**src/rtl/rv32i_types.sv**
```systemverilog
// Shared RV32I execute-stage types.
package rv32i_types;

  typedef logic [31:0] rv32i_word;

  typedef enum logic [2:0] {
    alu_add = 3'b000,
    alu_sll = 3'b001,
    alu_sra = 3'b010,
    alu_sub = 3'b011,
    alu_xor = 3'b100,
    alu_srl = 3'b101,
    alu_or  = 3'b110,
    alu_and = 3'b111
  } alu_ops_t;

  typedef enum logic [2:0] {
    beq  = 3'b000,
    bne  = 3'b001,
    blt  = 3'b100,
    bge  = 3'b101,
    bltu = 3'b110,
    bgeu = 3'b111
  } branch_funct3_t;

endpackage

```
**src/rtl/alu.sv**
```systemverilog
// Combinational RV32I ALU: add/sub, logic, shifts.
module alu
  import rv32i_types::*;
(
  input  alu_ops_t  aluop,
  input  rv32i_word a,
  input  rv32i_word b,
  output rv32i_word f
);

  logic [4:0] shamt;
  assign shamt = b[4:0];

  always_comb begin
    f = '0;
    unique case (aluop)
      alu_add: f = a + b;
      alu_sll: f = a << shamt;
      alu_sra: f = rv32i_word'($signed(a) >>> shamt);
      alu_sub: f = a - b;
      alu_xor: f = a ^ b;
      alu_srl: f = a >> shamt;
      alu_or:  f = a | b;
      alu_and: f = a & b;
      default: f = '0;
    endcase
  end

endmodule

```
**src/rtl/cmp.sv**
```systemverilog
// Combinational branch/set comparator.
module cmp
  import rv32i_types::*;
(
  input  branch_funct3_t cmpop,
  input  rv32i_word      a,
  input  rv32i_word      b,
  output logic           br_en
);

  logic eq;
  logic lt_s;
  logic lt_u;

  assign eq   = (a == b);
  assign lt_s = ($signed(a) < $signed(b));
  assign lt_u = (a < b);

  always_comb begin
    br_en = 1'b0;
    case (cmpop)
      beq:     br_en = eq;
      bne:     br_en = !eq;
      blt:     br_en = lt_s;
      bge:     br_en = !lt_s;
      bltu:    br_en = lt_u;
      bgeu:    br_en = !lt_u;
      // funct3 010/011 have no branch meaning
      default: br_en = 1'b0;
    endcase
  end

endmodule

```
**src/rtl/alu_cmp_unit.sv**
```systemverilog
// Execute-stage ALU + comparator with optional enabled output register.
module alu_cmp_unit
  import rv32i_types::*;
(
  input  logic        clk,
  input  logic        rst,
  input  logic [2:0]  aluop,
  input  logic [2:0]  cmpop,
  input  logic [31:0] a,
  input  logic [31:0] b,
  input  logic        en,
  output logic [31:0] f,
  output logic        br_en,
  output logic [31:0] f_q,
  output logic        br_en_q
);

  rv32i_word f_d;
  logic      br_en_d;

  alu u_alu (
    .aluop (alu_ops_t'(aluop)),
    .a     (a),
    .b     (b),
    .f     (f_d)
  );

  cmp u_cmp (
    .cmpop (branch_funct3_t'(cmpop)),
    .a     (a),
    .b     (b),
    .br_en (br_en_d)
  );

  assign f     = f_d;
  assign br_en = br_en_d;

  always_ff @(posedge clk) begin
    if (rst) begin
      f_q     <= '0;
      br_en_q <= 1'b0;
    end else if (en) begin
      f_q     <= f_d;
      br_en_q <= br_en_d;
    end
  end

endmodule

```
**config.mk**
```make
export PLATFORM = sky130hd
export DESIGN_NAME = alu_cmp_unit
export DESIGN_NICKNAME = d
export VERILOG_FILES = /design/src/rtl/rv32i_types.sv /design/src/rtl/alu.sv /design/src/rtl/cmp.sv /design/src/rtl/alu_cmp_unit.sv
export SDC_FILE = /design/constraint.sdc
export NUM_CORES = 1
export LEC_CHECK = 0
export ABC_AREA = 1
export BUFFER_PORTS_ARGS = -buffer_cell sky130_fd_sc_hd__buf_2
export CORE_UTILIZATION = 36
export CTS_BUF_LIST = sky130_fd_sc_hd__clkbuf_8
export DETAILED_ROUTE_END_ITERATION = 8
export SLEW_MARGIN = 10
export SYNTH_ARGS = -nofsm -noshare
export SYNTH_HDL_FRONTEND = slang
export SYNTH_SLANG_ARGS = --single-unit
export TNS_END_PERCENT = 5
```
**constraint.sdc**
```tcl
create_clock -name clk -period 3.27 [get_ports clk]
set_input_delay 0.327 -clock clk [delete_from_list [all_inputs] [get_ports clk]]
set_output_delay 0.327 -clock clk [all_outputs]
set_load 0.02 [all_outputs]
```
; ---- After elaboration in Yosys (flattened, before gate mapping)
; Cells that the tools add are included.
[word_totals]
ff_bits = 33
latch_bits = 0
mem_bits_rw = 0
rom_bits = 0
output_inout_bits = 66
n_memories = 0
[classes]
addsub = 2
n_mul = 0
div_mod_pow = 0
order_cmp = 2
n_eq_ne = 13
n_shift = 3
mux = 2
bitwise_logic = 3
n_reduce_logical = 5
[op_table]
columns = operator, count
row1 = 32-bit one-hot mux with 8 select lines, 1
row2 = 32-bit < comparator, 2
row3 = 32-bit adder, 1
row4 = 32-bit bitwise AND, 1
row5 = 32-bit equality test, 1
row6 = 32-bit OR, 1
row7 = 32-bit by 5-bit left shift with 32-bit output, 1
row8 = 32-bit by 5-bit right shift with 32-bit output, 1
row9 = 32-bit by 5-bit >>> shifter with 32-bit output, 1
row10 = 32-bit subtractor, 1
row11 = 32-bit bitwise XOR, 1
row12 = "3-bit equality test, second input constant", 8
row13 = "3-bit by 1-bit equality test with 1-bit output, second input constant", 2
row14 = "3-bit by 2-bit equality test with 1-bit output, second input constant", 2
row15 = 3-bit zero test, 2
row16 = 1-bit one-hot mux with 6 select lines, 1
row17 = 1-bit zero test, 3

; ---- Longest topological paths before layout
[depth]
word_depth = 3
ltp_mapped = 21

; ---- Cells and area by module
; A second synthesis with hierarchy kept.
[hier_totals]
cells_unflattened = 2068
hier_area_um2 = 10994.3
[modules_own_cells]
columns = module, n_inst, cells_each, area_per_inst_um2
row1 = alu, 1, 1690, 8655.8
row2 = alu_cmp_unit, 1, 209, 1350.0
row3 = cmp, 1, 169, 988.4

; ---- Worst setup path before layout
; No wires, ideal clock.
[synth_path]
path_type = input to output
startpoint = in b[3]
endpoint = out br_en
arrival_ns = 2.504
t_required_ns = 2.943
setup_slack_ns = 0.439
path_stages = 19
path_cell_list = buf_2 > inv_1 > buf_2 > buf_1 > ha_1 > buf_2 > inv_1 > nand2_1 > nand3_1 > nand2_1 > nand2_1 > nand2_1 > nand2_1 > nand2_1 > nand3_1 > nand2_1 > nand2_1 > nand2_1 > inv_1
[synth_via]
elab_chain_len = 3
[synth_rtl]
columns = element, line
row1 = start: declaration, alu_cmp_unit.sv:10  ; input logic [31:0] b,
row2 = 32-bit < comparator (tied with other cells), cmp.sv:17  ; assign lt_u = (a < b);
row3 = 1-bit zero test (on tied branches), "cmp.sv:27, cmp.sv:23, cmp.sv:25"
row4 = 1-bit one-hot mux with 6 select lines *, cmp.sv:21  ; case (cmpop)
row5 = end: declaration, alu_cmp_unit.sv:13  ; output logic br_en,
; Mark *: on every way between the ends. The rest lies on a longest branch, timed or not.

; ---- Worst setup path in the final report
[layout_path]
startpoint = in a[3]
endpoint = out f[9]
[layout_via]
elab_chain_len = 2
[layout_rtl]
columns = element, line
row1 = start: declaration, alu_cmp_unit.sv:9  ; input logic [31:0] a,
row2 = 32-bit subtractor (tied with other cells), alu.sv:20  ; alu_sub: f = a - b;
row3 = 32-bit one-hot mux with 8 select lines *, alu.sv:16  ; unique case (aluop)
row4 = end: declaration, alu_cmp_unit.sv:12  ; output logic [31:0] f,
; Marked as above.

==> impl_metrics.ini <==
[cts]
htreeDepth = 2
clkSlewWorstSetupHoldPaths_ns = 0.07
cts_made_buffers = 5
post-cts-setup-buffers = 0
clk_path_buf_depth = 2
clock_sinks = 33
hold_buffers = 0
clock_latency_ns = 0.29
root_buffer = clkbuf_8
cts_tree = built
post_cts_resized = 0

[flow_run]
cap_violations = 0

[worst_setup_path]
reg2reg_slack_ns = 2.56
path_cells = buf_2, inv_1, ha_1, nor2_1, nand3_1, nand3b_1, nand2_1, nand2_1, nand2_1, a31oi_1, nand3_1, buf_2
cp_slowest_cell = ha_1
start_kind = input port
critPathRequiredTime_ns = 2.94
critPathKind = in2out
r2r-end = f_q[7]
crit_top_cell = nand2_1
path_delay_family = simple AND/OR/NAND/NOR gates
cp.buffers_inverters = 3
slowest_delay_ns = 0.38
cp-end-kind = primary output
cp-startpoint = a[3]
critPathCapture = f[9]
cp.depth = 12
reg2reg_depth = 3
cp_max_fo = 8
cp.arrival_ns = 2.79
rr_startpoint = f_q[7]

[pwr]
power.internal_mw = 1.34
switching_share_pct = 57.5
p_sw_mw = 1.82
irDropWorstVdd_uv = 153
power.density_nw_per_um2 = 250
p_comb_share_pct = 72.7
pwr-share-clk_pct = 12.9
pwr-share-seq_pct = 14.4
power.leakage_nw = 7.47

[synth]
yosys.area.top_type = nand2_1
ys_async_sr_fraction_pct = 0
syn-num-nets = 2466
syn_area_per_cell_sq_um = 4.99
synth_edf_count = 0
yosys.area.top_type_share_pct = 24.1
ys_ff_latch = 33
ys_top_cells_by_area = nand2_1 24%, nand3_1 19%, inv_1 11%, ha_1 11%, nor2_1 7.3%
ys.flop_type = dfxtp_1
ys.warnings.count = 0
synth_cell_types = 42
seq_area_frac_synth_pct = 5.78
syn_area_sq_um = 11400
synth_most_common_cell = nand2_1
syn_inst = 2293
synth.top_cells.by_count = 734 x nand2_1, 428 x nand3_1, 342 x inv_1, 221 x nor2_1, 98 x ha_1

[placed_design]
numPortBuffers = 138
place_area_sq_um = 12500
dp_hpwl_microns = 49400
globalplace.congestion = 1.04
dpl_worst_slack_ns = 0.0904

[global_routing]
grt_start_max_net_pins = 73
track_usage_pct = 35.4
grt_pass1_vias = 14400
gr-total-overflow = 0
grt_pass1_wl_microns = 87000
antenna_found_initial = 1

[floorplanning]
die_w_microns = 180
start_util_pct = 37.0
top_level_ports = 139
dieArea_sq_um = 32500
die_h_microns = 180
num_rows = 64
core-area_sq_um = 30900

[detailed_routing]
via_per_inst = 5.55
firstDrtPassIters = 7
ant_nets = 0
drt-initial-drc-count = 1684
drc = 0
wl_per_cell_microns = 21.1
vias = 15400
routed_wl_microns = 58800

[sta]
finalHoldViolCount = 0
tightest_slew_ns = 0.931
rsz0062_at_grt = false
setup_viol = 0
max_freq_mhz = 321
min_period_ns = 3.11
finalMaxSlewViolations = 0
min_period_over_period_pct = 95.2
skew_ns = 0
tns_ns = 0
relSlewSlack_pct = 37.9
fin_ws_ns = 0.156

[finish]
drive_gt1_share_pct = 9.52
fill_cells = 3687
layout-area-overhead-vs-synth_pct = 10.9
layout.nets = 2556
fin_area_sq_um = 12700

[outcome]
status = complete, no violations

[min_path]
hp-class = in2reg
## kinds of logic (layout without fill, tap and decap cells)
kind of cell	after synthesis	count (layout)	synth area share [%]
and+or+nand+nor	1472	1472	55.2
buffers and inverters	461	552	16.2
AOI/OAI and AO/OA	210	210	10.4
adders and majority gates	100	100	11.1
DFF	33	33	5.78
xor gates and xnor gates	16	16	1.23
muxes	1	1	0.0876
other	0	3	0
## cell usage in the layout, fill, tap and decap left out, drive strengths merged
cell type | Yosys | routed
ha | 98 | 98
mux2i | 1 | 1
diode | 0 | 3
o211a | 1 | 1
a31oi | 2 | 2
o22ai | 20 | 20
and2 | 12 | 12
o211ai | 13 | 13
dfxtp | 33 | 33
nand4 | 42 | 42
xor2 | 16 | 16
clkinv | 2 | 2
nand2 | 736 | 736
o21bai | 14 | 14
a221oi | 2 | 2
o21ai | 71 | 71
o221ai | 4 | 4
fa | 2 | 2
a31o | 1 | 1
nor4 | 1 | 1
inv | 355 | 356
or2 | 2 | 2
bufinv | 0 | 1
a21oi | 82 | 82
clkbuf | 30 | 6
nor2 | 223 | 223
buf | 74 | 187
nand3 | 432 | 432
nand3b | 4 | 4
and3 | 2 | 2
nor3 | 18 | 18
## flip-flops by register name, indices dropped and copies added, names as in the netlist
name,count
f_q,32
br_en_q,1
## stage by stage
stage | hold WS [ns] | std cells | total power, mW | util (%)
detailed placement | 0.495 | 2772 | 2.70 | 40.6
global route | 0.415 | 2781 | 3.39 | 41.0
global placement | 0.488 | 2772 | 2.69 | 40.6
floorplan | 0.524 | 2293 | 1.89 | -
finish | 0.377 | 2783 | 3.17 | 41.0
CTS | 0.375 | 2780 | 3.11 | 41.0
## power by group through the flow
stage / registers, mW / logic, mW / clock network [mW]
CTS: 0.456 / 2.25 / 0.411
finish: 0.456 / 2.30 / 0.409
global route: 0.461 / 2.49 / 0.435
floorplan: 0.507 / 1.38 / 0
global placement: 0.462 / 2.23 / 0
detailed placement: 0.465 / 2.24 / 0
## worst min-delay path by stage
stage / end / depth (start not counted) / slack, ns / startpoint
finish: br_en_q / 4 / 0.38 / cmpop[2]
global route: br_en_q / 4 / 0.41 / cmpop[2]
CTS: br_en_q / 4 / 0.38 / cmpop[2]
detailed placement: f_q[14] / 2 / 0.49 / f_q[14]
global placement: f_q[14] / 2 / 0.49 / f_q[14]
floorplan: br_en_q / 3 / 0.52 / cmpop[2]
## layout make-up
class	count	area (sq um)	area share (%)
tap	396	495	3.91
timing repair buffer	187	1120	8.84
inverter	357	1340	10.6
clock inverter	2	33.8	0.266
sequential	33	661	5.21
multi-input combinational	1799	8930	70.5
clock buffer	6	82.6	0.651
antenna	3	7.51	0.0592
## layer usage
| layer | GRT usage [%] | vias to the layer above | wire, microns |
|---|---|---|---|
| li1 | - | 7497 | - |
| met1 | 47.0 | 7102 | 24800 |
| met2 | 57.6 | 740 | 26000 |
| met3 | 4.41 | 102 | 5060 |
| met4 | 14.8 | 0 | 2900 |
| met5 | 0 | - | 0 |
## worst reg2reg max path, stage by stage, from the launching register on
cell,delay [ns]
dfxtp_1,0.32
o21ai_0,0.13
o21bai_1,0.12
inv_1,0.05
Power figures use the tool's default switching activity.
